**config.mk**
```make
export PLATFORM = sky130hd
export DESIGN_NAME = fu_pipe_addsub
export DESIGN_NICKNAME = d
export VERILOG_FILES = /design/src/rtl/fu_pkg.sv /design/src/rtl/fu_addsub_stage.sv /design/src/rtl/fu_pipe_addsub.sv
export SDC_FILE = /design/constraint.sdc
export NUM_CORES = 1
export LEC_CHECK = 0
export CORE_MARGIN = 3
export CORE_UTILIZATION = 25
export CTS_BUF_LIST = sky130_fd_sc_hd__clkbuf_8
export CTS_CLUSTER_DIAMETER = 100
export DETAILED_ROUTE_END_ITERATION = 12
export PLACE_DENSITY = 0.46
export SYNTH_ARGS = -nofsm -noshare
export SYNTH_HDL_FRONTEND = slang
export SYNTH_SLANG_ARGS = --single-unit
```
**constraint.sdc**
```tcl
create_clock -name clk -period 7.19 [get_ports clk]
set_input_delay 1.0785 -clock clk [delete_from_list [all_inputs] [get_ports clk]]
set_output_delay 1.0785 -clock clk [all_outputs]
set_load 0.05 [all_outputs]
```
**src/rtl/fu_pkg.sv**
```systemverilog
`default_nettype none
// ============================================================================
// Module      : fu_pkg
// Description : Shared definitions for the pipelined add/subtract unit.
//               Holds the chunk-partitioning helpers, the signed saturation
//               constant helpers and the mode-bit bundle carried down the
//               pipeline.
// Revision    : 1.0 - initial release
// ============================================================================
package fu_pkg;

    // Widest operand the saturation helpers can describe.
    localparam int c_max_width = 128;

    // Mode bits captured with each beat and carried to the final stage.
    typedef struct packed {
        logic sub;
        logic signed_mode;
        logic sat;
    } mode_t;

    // Bit position where chunk k starts. Chunks are ceil(width/stages) wide.
    // The start is pulled down where needed so that every later chunk still
    // gets at least one bit (e.g. 34 bits over 8 stages gives 5,5,5,5,5,5,3,1).
    // k == stages returns width, so chunk_lo(k+1) - chunk_lo(k) is always
    // the width of chunk k.
    function automatic int chunk_lo(input int width, input int stages, input int k);
        int chunk;
        int by_chunk;
        int by_room;
        chunk    = (width + stages - 1) / stages;
        by_chunk = k * chunk;
        by_room  = width - (stages - k);
        return (by_chunk < by_room) ? by_chunk : by_room;
    endfunction

    function automatic int chunk_width(input int width, input int stages, input int k);
        return chunk_lo(width, stages, k + 1) - chunk_lo(width, stages, k);
    endfunction

    // Largest positive two's-complement value of the given width: 0 1...1.
    function automatic logic [c_max_width-1:0] SAT_MAX_S(input int width);
        logic [c_max_width-1:0] r;
        r = '0;
        for (int i = 0; i < c_max_width; i++) begin
            r[i] = (i < width - 1);
        end
        return r;
    endfunction

    // Most negative two's-complement value of the given width: 1 0...0.
    function automatic logic [c_max_width-1:0] SAT_MIN_S(input int width);
        logic [c_max_width-1:0] r;
        r = '0;
        for (int i = 0; i < c_max_width; i++) begin
            r[i] = (i == width - 1);
        end
        return r;
    endfunction

endpackage
`default_nettype wire

```
**src/rtl/fu_addsub_stage.sv**
```systemverilog
`default_nettype none
// ============================================================================
// Module      : fu_addsub_stage
// Description : One pipeline stage of the chunked adder. Adds bits
//               [LO +: CW] of the two operands plus the incoming carry,
//               merges that chunk into the partial result and registers the
//               whole beat when the stage is allowed to advance.
// Ports       : clk, rst      - clock, async active-high reset
//               load          - stage may advance this cycle
//               valid         - beat presented by the previous stage
//               a, b, sum     - operands (b already inverted for subtract)
//                               and partial result from the previous stage
//               cin, mode     - incoming carry and mode bundle
//               q_*           - registered beat handed to the next stage;
//                               q_c_msb is the carry into the MSB (only
//                               meaningful in the stage that owns the MSB)
// Revision    : 1.0 - initial release
// ============================================================================
module fu_addsub_stage
    import fu_pkg::*;
#(
    parameter int WIDTH = 34,
    parameter int LO    = 0,
    parameter int CW    = 17
) (
    input  logic             clk,
    input  logic             rst,
    input  logic             load,
    input  logic             valid,
    input  logic [WIDTH-1:0] a,
    input  logic [WIDTH-1:0] b,
    input  logic [WIDTH-1:0] sum,
    input  logic             cin,
    input  mode_t            mode,
    output logic             q_valid,
    output logic [WIDTH-1:0] q_a,
    output logic [WIDTH-1:0] q_b,
    output logic [WIDTH-1:0] q_sum,
    output logic             q_carry,
    output mode_t            q_mode,
    output logic             q_a_msb,
    output logic             q_c_msb
);

    logic [CW:0]      w_chunk;
    logic [WIDTH-1:0] w_sum;
    logic             w_c_msb;

    always_comb begin
        w_chunk           = {1'b0, a[LO +: CW]} + {1'b0, b[LO +: CW]} + {{CW{1'b0}}, cin};
        w_sum             = sum;
        w_sum[LO +: CW]   = w_chunk[CW-1:0];
    end

    // sum = a ^ b ^ carry_in per bit, so the carry into the MSB falls out of
    // the MSB sum bit once the chunk holding it has been added.
    assign w_c_msb = a[WIDTH-1] ^ b[WIDTH-1] ^ w_sum[WIDTH-1];

    logic             r_valid;
    logic [WIDTH-1:0] r_a;
    logic [WIDTH-1:0] r_b;
    logic [WIDTH-1:0] r_sum;
    logic             r_carry;
    mode_t            r_mode;
    logic             r_c_msb;

    // Data registers only move with a real beat so the outputs of an idle
    // pipeline keep their last value instead of following the inputs.
    always_ff @(posedge clk or posedge rst) begin
        if (rst) begin
            r_valid <= 1'b0;
            r_a     <= '0;
            r_b     <= '0;
            r_sum   <= '0;
            r_carry <= 1'b0;
            r_mode  <= '0;
            r_c_msb <= 1'b0;
        end else if (load) begin
            r_valid <= valid;
            if (valid) begin
                r_a     <= a;
                r_b     <= b;
                r_sum   <= w_sum;
                r_carry <= w_chunk[CW];
                r_mode  <= mode;
                r_c_msb <= w_c_msb;
            end
        end
    end

    assign q_valid = r_valid;
    assign q_a     = r_a;
    assign q_b     = r_b;
    assign q_sum   = r_sum;
    assign q_carry = r_carry;
    assign q_mode  = r_mode;
    assign q_a_msb = r_a[WIDTH-1];
    assign q_c_msb = r_c_msb;

endmodule
`default_nettype wire

```
**src/rtl/fu_pipe_addsub.sv**
```systemverilog
`default_nettype none
// ============================================================================
// Module      : fu_pipe_addsub
// Description : Pipelined WIDTH-bit adder/subtractor split into STAGES
//               ripple chunks, with signed/unsigned overflow detection,
//               optional saturation and valid/ready handshakes.
// Ports       : clk, rst                 - clock, async active-high reset
//               in_valid / in_ready      - operand handshake
//               din1, din2               - operands A and B
//               carry_in                 - carry into bit 0 (add only)
//               sub, signed_mode, sat    - operation and flag modes
//               out_valid / out_ready    - result handshake
//               dout                     - result, possibly saturated
//               carry_out                - raw carry out of the MSB
//               overflow                 - overflow for the selected mode
// Notes       : Requires WIDTH >= 4, 1 <= STAGES <= 8 and STAGES <= WIDTH.
// Revision    : 1.0 - initial release
// ============================================================================
module fu_pipe_addsub
    import fu_pkg::*;
#(
    parameter int WIDTH  = 34,
    parameter int STAGES = 2
) (
    input  logic             clk,
    input  logic             rst,
    input  logic             in_valid,
    output logic             in_ready,
    input  logic [WIDTH-1:0] din1,
    input  logic [WIDTH-1:0] din2,
    input  logic             carry_in,
    input  logic             sub,
    input  logic             signed_mode,
    input  logic             sat,
    output logic             out_valid,
    input  logic             out_ready,
    output logic [WIDTH-1:0] dout,
    output logic             carry_out,
    output logic             overflow
);

    localparam logic [WIDTH-1:0] c_sat_max = WIDTH'(SAT_MAX_S(WIDTH));
    localparam logic [WIDTH-1:0] c_sat_min = WIDTH'(SAT_MIN_S(WIDTH));

    // Index 0 is the prepared input beat; index k+1 is the output of stage k.
    logic [STAGES:0]  st_valid;
    logic [STAGES:0]  st_carry;
    logic [WIDTH-1:0] st_a   [0:STAGES];
    logic [WIDTH-1:0] st_b   [0:STAGES];
    logic [WIDTH-1:0] st_sum [0:STAGES];
    mode_t            st_mode[0:STAGES];
    logic             st_a_msb[1:STAGES];
    logic             st_c_msb[1:STAGES];

    logic [STAGES-1:0] w_adv;

    // Operand prep: subtract is A + ~B + 1, so carry_in is dropped.
    assign st_valid[0] = in_valid;
    assign st_a[0]     = din1;
    assign st_b[0]     = sub ? ~din2 : din2;
    assign st_sum[0]   = '0;
    assign st_carry[0] = sub | carry_in;
    assign st_mode[0]  = {sub, signed_mode, sat};

    // Stage k may load when it or any stage after it holds a bubble, or when
    // the output is being drained. Written as a backward OR-scan so there is
    // no combinational chain through a single signal.
    always_comb begin
        logic acc;
        acc   = out_ready;
        w_adv = '0;
        for (int k = STAGES - 1; k >= 0; k--) begin
            acc      = acc | ~st_valid[k+1];
            w_adv[k] = acc;
        end
    end

    assign in_ready = w_adv[0];

    for (genvar k = 0; k < STAGES; k++) begin : g_stage
        localparam int c_lo = chunk_lo(WIDTH, STAGES, k);
        localparam int c_cw = chunk_width(WIDTH, STAGES, k);

        fu_addsub_stage #(
            .WIDTH (WIDTH),
            .LO    (c_lo),
            .CW    (c_cw)
        ) u_stage (
            .clk     (clk),
            .rst     (rst),
            .load    (w_adv[k]),
            .valid   (st_valid[k]),
            .a       (st_a[k]),
            .b       (st_b[k]),
            .sum     (st_sum[k]),
            .cin     (st_carry[k]),
            .mode    (st_mode[k]),
            .q_valid (st_valid[k+1]),
            .q_a     (st_a[k+1]),
            .q_b     (st_b[k+1]),
            .q_sum   (st_sum[k+1]),
            .q_carry (st_carry[k+1]),
            .q_mode  (st_mode[k+1]),
            .q_a_msb (st_a_msb[k+1]),
            .q_c_msb (st_c_msb[k+1])
        );
    end

    mode_t            w_fin_mode;
    logic [WIDTH-1:0] w_raw;
    logic             w_ovf_s;
    logic             w_ovf_u;

    assign out_valid  = st_valid[STAGES];
    assign carry_out  = st_carry[STAGES];
    assign w_raw      = st_sum[STAGES];
    assign w_fin_mode = st_mode[STAGES];

    // Unsigned subtract overflows on borrow, i.e. when no carry comes out.
    assign w_ovf_s  = carry_out ^ st_c_msb[STAGES];
    assign w_ovf_u  = w_fin_mode.sub ? ~carry_out : carry_out;
    assign overflow = w_fin_mode.signed_mode ? w_ovf_s : w_ovf_u;

    // Signed overflow can only happen when the true result has the sign of
    // A, which picks the clamp direction.
    always_comb begin
        dout = w_raw;
        if (w_fin_mode.sat && overflow) begin
            if (w_fin_mode.signed_mode) begin
                dout = st_a_msb[STAGES] ? c_sat_min : c_sat_max;
            end else begin
                dout = w_fin_mode.sub ? '0 : '1;
            end
        end
    end

endmodule
`default_nettype wire

```
Yosys cells after proc, flatten, opt, wreduce, memory -nomap -nowiden

Index checks and enable logic that the tools add are counted.

$add $sub $neg: 4
Multiply operators: 0
Div/mod/pow operators: 0
Magnitude comparators: 0
Eq/ne operators: 0
Shifts and indexed selects: 0
Mux-type cells: 7
Bitwise logic cells: 10
Reductions and logical operators: 3

Operators by type and width:

| operator            | count |
|---|---|
| $mux W34            | 5 |
| $add A17 B17 Y18    | 2 |
| $add A18 B1 Y18     | 2 |
| $not A34 Y34        | 1 |
| $reduce_and A2 Y1   | 2 |
| $not A1 Y1          | 3 |
| $or A1 B1 Y1        | 3 |
| $xor A1 B1 Y1       | 3 |
| $mux W1             | 2 |
| $logic_and A1 B1 Y1 | 1 |

Register bits after elaboration: 164
Bits in latches: 0
RAM bits: 0
Memory bits (read-only): 0
Input bits: 76
Memories kept: 0

Logic depth before layout (Yosys ltp)

Depth in word-level cells: 5
Mapped depth: 12

Hierarchy

Synthesis repeated with hierarchy kept, for this count alone.

Cells, all modules: 860
Area total of the unflattened synthesis: 10296.1 µm²

By module, submodules not included:

| module                               | times used | cells an instance | area an instance (µm²) |
|---|---|---|---|
| fu_addsub_stage (g_stage[0].u_stage) | 1          | 379               | 4794.6 |
| fu_addsub_stage (g_stage[1].u_stage) | 1          | 355               | 4743.3 |
| fu_pipe_addsub                       | 1          | 126               | 758.2 |

Worst setup path before layout

Ideal clock, no wire load.

Path type: input to register
Start point: input port sub
End point: register g_stage[0].u_stage.r_sum[8]
Arrival time: 3647 ps
Data required time: 7060 ps
Path slack: 3412 ps
Cell stages on the path: 12
Buffers on the path: 2
Path through: buf_2 buf_1 xnor2_1 fa_1 inv_1 fa_1 a21o_1 a221o_1 a21o_1 a21oi_1 xor2_1 o21ai_1

Word-level cells in the longest chain between the ends: 3
Elaborated cells on any way between the ends: 4
Those cells by class: 2 x add/sub; 1 x mux; 1 x bitwise

RTL lines:

| element              | RTL line              | RTL |
|---|---|---|
| from (decl)          | fu_pipe_addsub.sv:32  | `input logic sub,` |
| $mux W34             | fu_pipe_addsub.sv:60  | `assign st_b[0] = sub ? ~din2 : din2;` |
| $add A17 B17 Y18     | fu_addsub_stage.sv:50 | `w_chunk = {1'b0, a[LO +: CW]} + {1'b0, b[LO +: CW]} + {{CW{1'b0}}, cin};` |
| $add A18 B1 Y18 (*)  | fu_addsub_stage.sv:50 |  |
| to (signal assigned) | fu_addsub_stage.sv:83 | `r_sum <= w_sum;` |
| to (decl)            | fu_addsub_stage.sv:62 | `logic [WIDTH-1:0] r_sum;` |

Mark *: on every way between the ends. The rest lies on a longest branch, timed or not.
A chain may end at the register's enable or synchronous reset.

Worst setup path after layout

Start point: register g_stage[1].u_stage.r_mode, in the netlist g_stage[1].u_stage.q_mode[1]
End point: output port dout[22]

Word-level cells in the longest chain between the ends: 3
Elaborated cells on any way between the ends: 4
Those cells by class: 3 x mux; 1 x reduce/logical

RTL lines:

| element                | RTL line              | RTL |
|---|---|---|
| from (decl)            | fu_addsub_stage.sv:64 | `mode_t r_mode;` |
| from (signal assigned) | fu_addsub_stage.sv:85 | `r_mode <= mode;` |
| $mux W1                | fu_pipe_addsub.sv:122 | `assign overflow = w_fin_mode.signed_mode ? w_ovf_s : w_ovf_u;` |
| $logic_and A1 B1 Y1    | fu_pipe_addsub.sv:128 | `if (w_fin_mode.sat && overflow) begin` |
| $mux W34 (*)           | fu_pipe_addsub.sv:128 |  |
| to (decl)              | fu_pipe_addsub.sv:37  | `output logic [WIDTH-1:0] dout,` |

Marked as above.

==> results by group <==
Outcome
  – Status: finished, final reports clean

Synthesis
  – Syn Area/Cell: 9.35 um2
  – Syn Std Cell Area: 5880 um2
  – Async set-reset flop share out of synthesis: 100%
  – Main synth FF type: dfrtp_1
  – Yosys Warn Count: 0
  – Post-Syn Instances: 629
  – Post-synth EDFFs: 0
  – Number of synthesized register bits: 97
  – Syn_nets: 741
  – Post-synthesis sequential area ratio: 41.3%
  – Post-synthesis cell type count: 55

Die
  – Core area: 22900 um2
  – Width of the die: 159 um
  – Initial Utilization: 25.7%
  – I/O Pins: 114
  – Die H: 159 um
  – Die area: 25400 um2
  – Placement row count: 55

Timing
  – Crit path time final: 4650 ps
  – RSZ-0062 raised after global routing: no
  – Clock skew: 13.7 ps
  – Hold Vio Cnt, Final: 0
  – Slew Limit Headroom: 49.8%
  – Final TNS setup: 0 ps
  – FMAX: 215 MHz
  – Hold_ws: 475 ps
  – Period utilization: 64.7%
  – Final setup fails: 0
  – Slew Viols, Final: 0
  – Worst Tran Pin Value: 751 ps

Pwr
  – P_leak: 3.43 nW
  – P_int: 0.00139 W
  – Worst VDD drop: 133 uV
  – P_sw: 0.00120 W
  – Power Density: 345 nW/um2
  – Clock power frac: 14.8%
  – Sw frac: 46.4%
  – Comb pwr share: 55.1%
  – Sequential share of power: 30.1%

Global routing
  – Initial antenna violation count: 0
  – Global-route wire length before repair: 26.0 mm
  – GR Util All Layers: 12.7%
  – Number of global-route vias before repair: 4928
  – GR Layer Usage met3: 2.55%
  – Busiest grt layer: met2
  – Grt total ovfl: 0
  – M2 GR Usage: 19.3%
  – M1 GR Usage: 18.2%
  – Largest net degree at the start of global routing: 54

Cells and area
  – Layout fillers: 2381
  – Nets: 841
  – Area growth from synthesis to layout: 27.8%
  – Share of layout cells above drive strength 1: 7.36%
  – Most frequent cells in the layout: nand2_1 (130), clkdlybuf4s50_1 (112), dfrtp_1 (97), a21o_1 (44), o21ai_0 (40)
  – Final Util: 32.8%
  – Ant. Diodes: 0
  – Commonest non-fill, non-tap cell in the layout: nand2_1
  – Design area: 7520 um2

Detailed routing
  – DR vias: 4648
  – ANT nets after route: 0
  – DRC violations left: 0
  – Via/cell ratio: 4.44
  – Drt pass-1 iters: 4
  – DR WL/cell: 14.9 um
  – Total Wirelength: 15.6 mm
  – Initial DRC count: 263

CTS
  – Max clock buf depth: 2
  – Post-CTS sizing: 0
  – Max H-tree Level: 3
  – Clk_lat worst skew: 390 ps
  – TritonCTS clock tree: done
  – CTS clock-pin slew for the worst setup and hold paths: 90 ps
  – CTS buffer count: 9
  – CTS root buf: clkbuf_8
  – Setup repair bufs after CTS: 0
  – CTS Sinks: 97
  – Hold buffers post-CTS: 0

Setup path
  – Slowest stage delay, CP: 800 ps
  – Worst path bufs/invs: 2
  – Setup CP Type: flip-flop to output pin
  – CP Max Fanout: 36
  – Critical Path RT: 6110 ps
  – Crit. End Element: output pin
  – Crit path DAT: 3570 ps
  – Slowest-stage cell, CP: clkdlybuf4s50_1
  – Largest delay contributor family on the critical path: buffers and inverters
  – CP Cell Sequence: nor2b_2 > a21oi_1 > xnor2_2 > nand2_4 > a211oi_4 > buf_4 > a21o_1 > clkdlybuf4s50_1
  – Startpoint Class: flip-flop

Job
  – Max-cap violations: 0

Hold path
  – Worst min-delay path class: flip-flop to flip-flop

Placement
  – Placed cell area: 7310 um2
  – Buffers on Ports: 113
  – GPL Wtd Cong: 0.887
  – DP Wirelength: 12.0 mm
[worst paths after layout]
| check | cells after the start | end | slack (ps) | from |
|---|---|---|---|---|
| max | 8 | dout[22] | 2540 | g_stage[1].u_stage.q_mode[1]$_DFFE_PP0P_ |
| min | 2 | g_stage[1].u_stage.q_mode[1]$_DFFE_PP0P_ | 470 | g_stage[0].u_stage.q_mode[1]$_DFFE_PP0P_ |
| max reg2reg | 10 | g_stage[1].u_stage.q_sum[31]$_DFFE_PP0P_ | 4720 | g_stage[0].u_stage.q_carry$_DFFE_PP0P_ |
| min reg2reg | 2 | g_stage[1].u_stage.q_mode[1]$_DFFE_PP0P_ | 470 | g_stage[0].u_stage.q_mode[1]$_DFFE_PP0P_ |
| max in group asynchronous | 3 | g_stage[1].u_stage.q_sum[21]$_DFFE_PP0P_ | 4930 | rst |
| min in group asynchronous | 2 | g_stage[0].u_stage.q_a[27]$_DFFE_PP0P_ | 1120 | rst |
[area by class of cell]
cell class              instances  area [um2]  share of cell area, %
flip-flops and latches         97        2430                   32.3
clock inverters                 7        85.1                   1.13
well taps                     313         392                   5.21
repair buffers                119        1170                   15.6
multi-input cells             488        3260                   43.4
inverters                      14        55.1                  0.732
clock buffers                   9         124                   1.65
[power by group through the flow]
stage	sequential, W	combinational [W]	clock (W)
after CTS	0.000782	0.00145	0.000403
final	0.000780	0.00143	0.000384
after global placement	0.000790	0.00143	0
after floorplan	0.000768	0.00101	0
after global routing	0.000802	0.00155	0.000425
after detailed placement	0.000793	0.00144	0
[logic make-up after synthesis]
kind of cell / count (synthesis) / share of synthesized area, %
xor+xnor: 55 / 8.32
fa+ha+maj: 36 / 8.17
buf+inv: 44 / 3.34
compound gates: 188 / 21.0
simple gates: 186 / 13.5
flops: 97 / 41.3
mux: 23 / 4.36
[Yosys cell counts (3+ instances only)]
master / count / area share (%)
a31oi_1: 4 / 0.43
dfrtp_1: 97 / 41
a21oi_1: 34 / 2.9
o211ai_1: 5 / 0.64
or3_1: 3 / 0.32
mux2_2: 21 / 4.0
buf_2: 7 / 0.60
xnor2_1: 29 / 4.3
o21ai_0: 40 / 3.4
xor2_1: 25 / 3.7
o21a_1: 10 / 1.3
nand3_1: 3 / 0.26
clkbuf_1: 16 / 1.0
a21o_1: 44 / 5.6
and2_1: 4 / 0.43
ha_1: 32 / 6.8
a211oi_1: 3 / 0.38
and3_1: 4 / 0.43
inv_1: 14 / 0.89
nand2_1: 131 / 8.4
buf_1: 4 / 0.26
nor2_1: 15 / 0.96
buf_6: 3 / 0.57
fa_1: 4 / 1.4
o31ai_1: 9 / 1.1
o21ai_1: 16 / 1.4
nor3_1: 8 / 0.68
a221oi_1: 3 / 0.45
nand2b_1: 8 / 0.85
[worst register-to-register path: stages (launching register included)]
cell	delay, ps
dfrtp_1	370
inv_1	120
fa_1	260
inv_1	70
fa_1	400
a21o_1	200
a41o_1	260
nor2_1	230
o21ai_1	140
xnor2_1	210
o21ai_1	80
[registers in the layout, indices dropped and copies added (netlist names)]
| register | flops |
|---|---|
| g_stage.u_stage.q_carry | 2 |
| g_stage.u_stage.q_valid | 2 |
| g_stage.u_stage.q_sum | 51 |
| g_stage.u_stage.q_c_msb | 1 |
| g_stage.u_stage.q_b | 17 |
| g_stage.u_stage.q_mode | 6 |
| g_stage.u_stage.q_a | 18 |
[metrics by stage]
stage	instances	worst slack, ps	total power [W]
3_5_place_dp	1031	2890	0.00223
5_1_grt	1047	2220	0.00277
2_1_floorplan	629	3410	0.00178
6_report	1047	2540	0.00259
3_3_place_gp	1031	2970	0.00222
4_1_cts	1047	2440	0.00263
[per-layer routing]
metal  wire [um]  share of wire, %
met5           0                 0
met4         194               1.2
met3         555               3.5
met2        6950                44
met1        7930                51
Power figures use the tool's default switching activity.
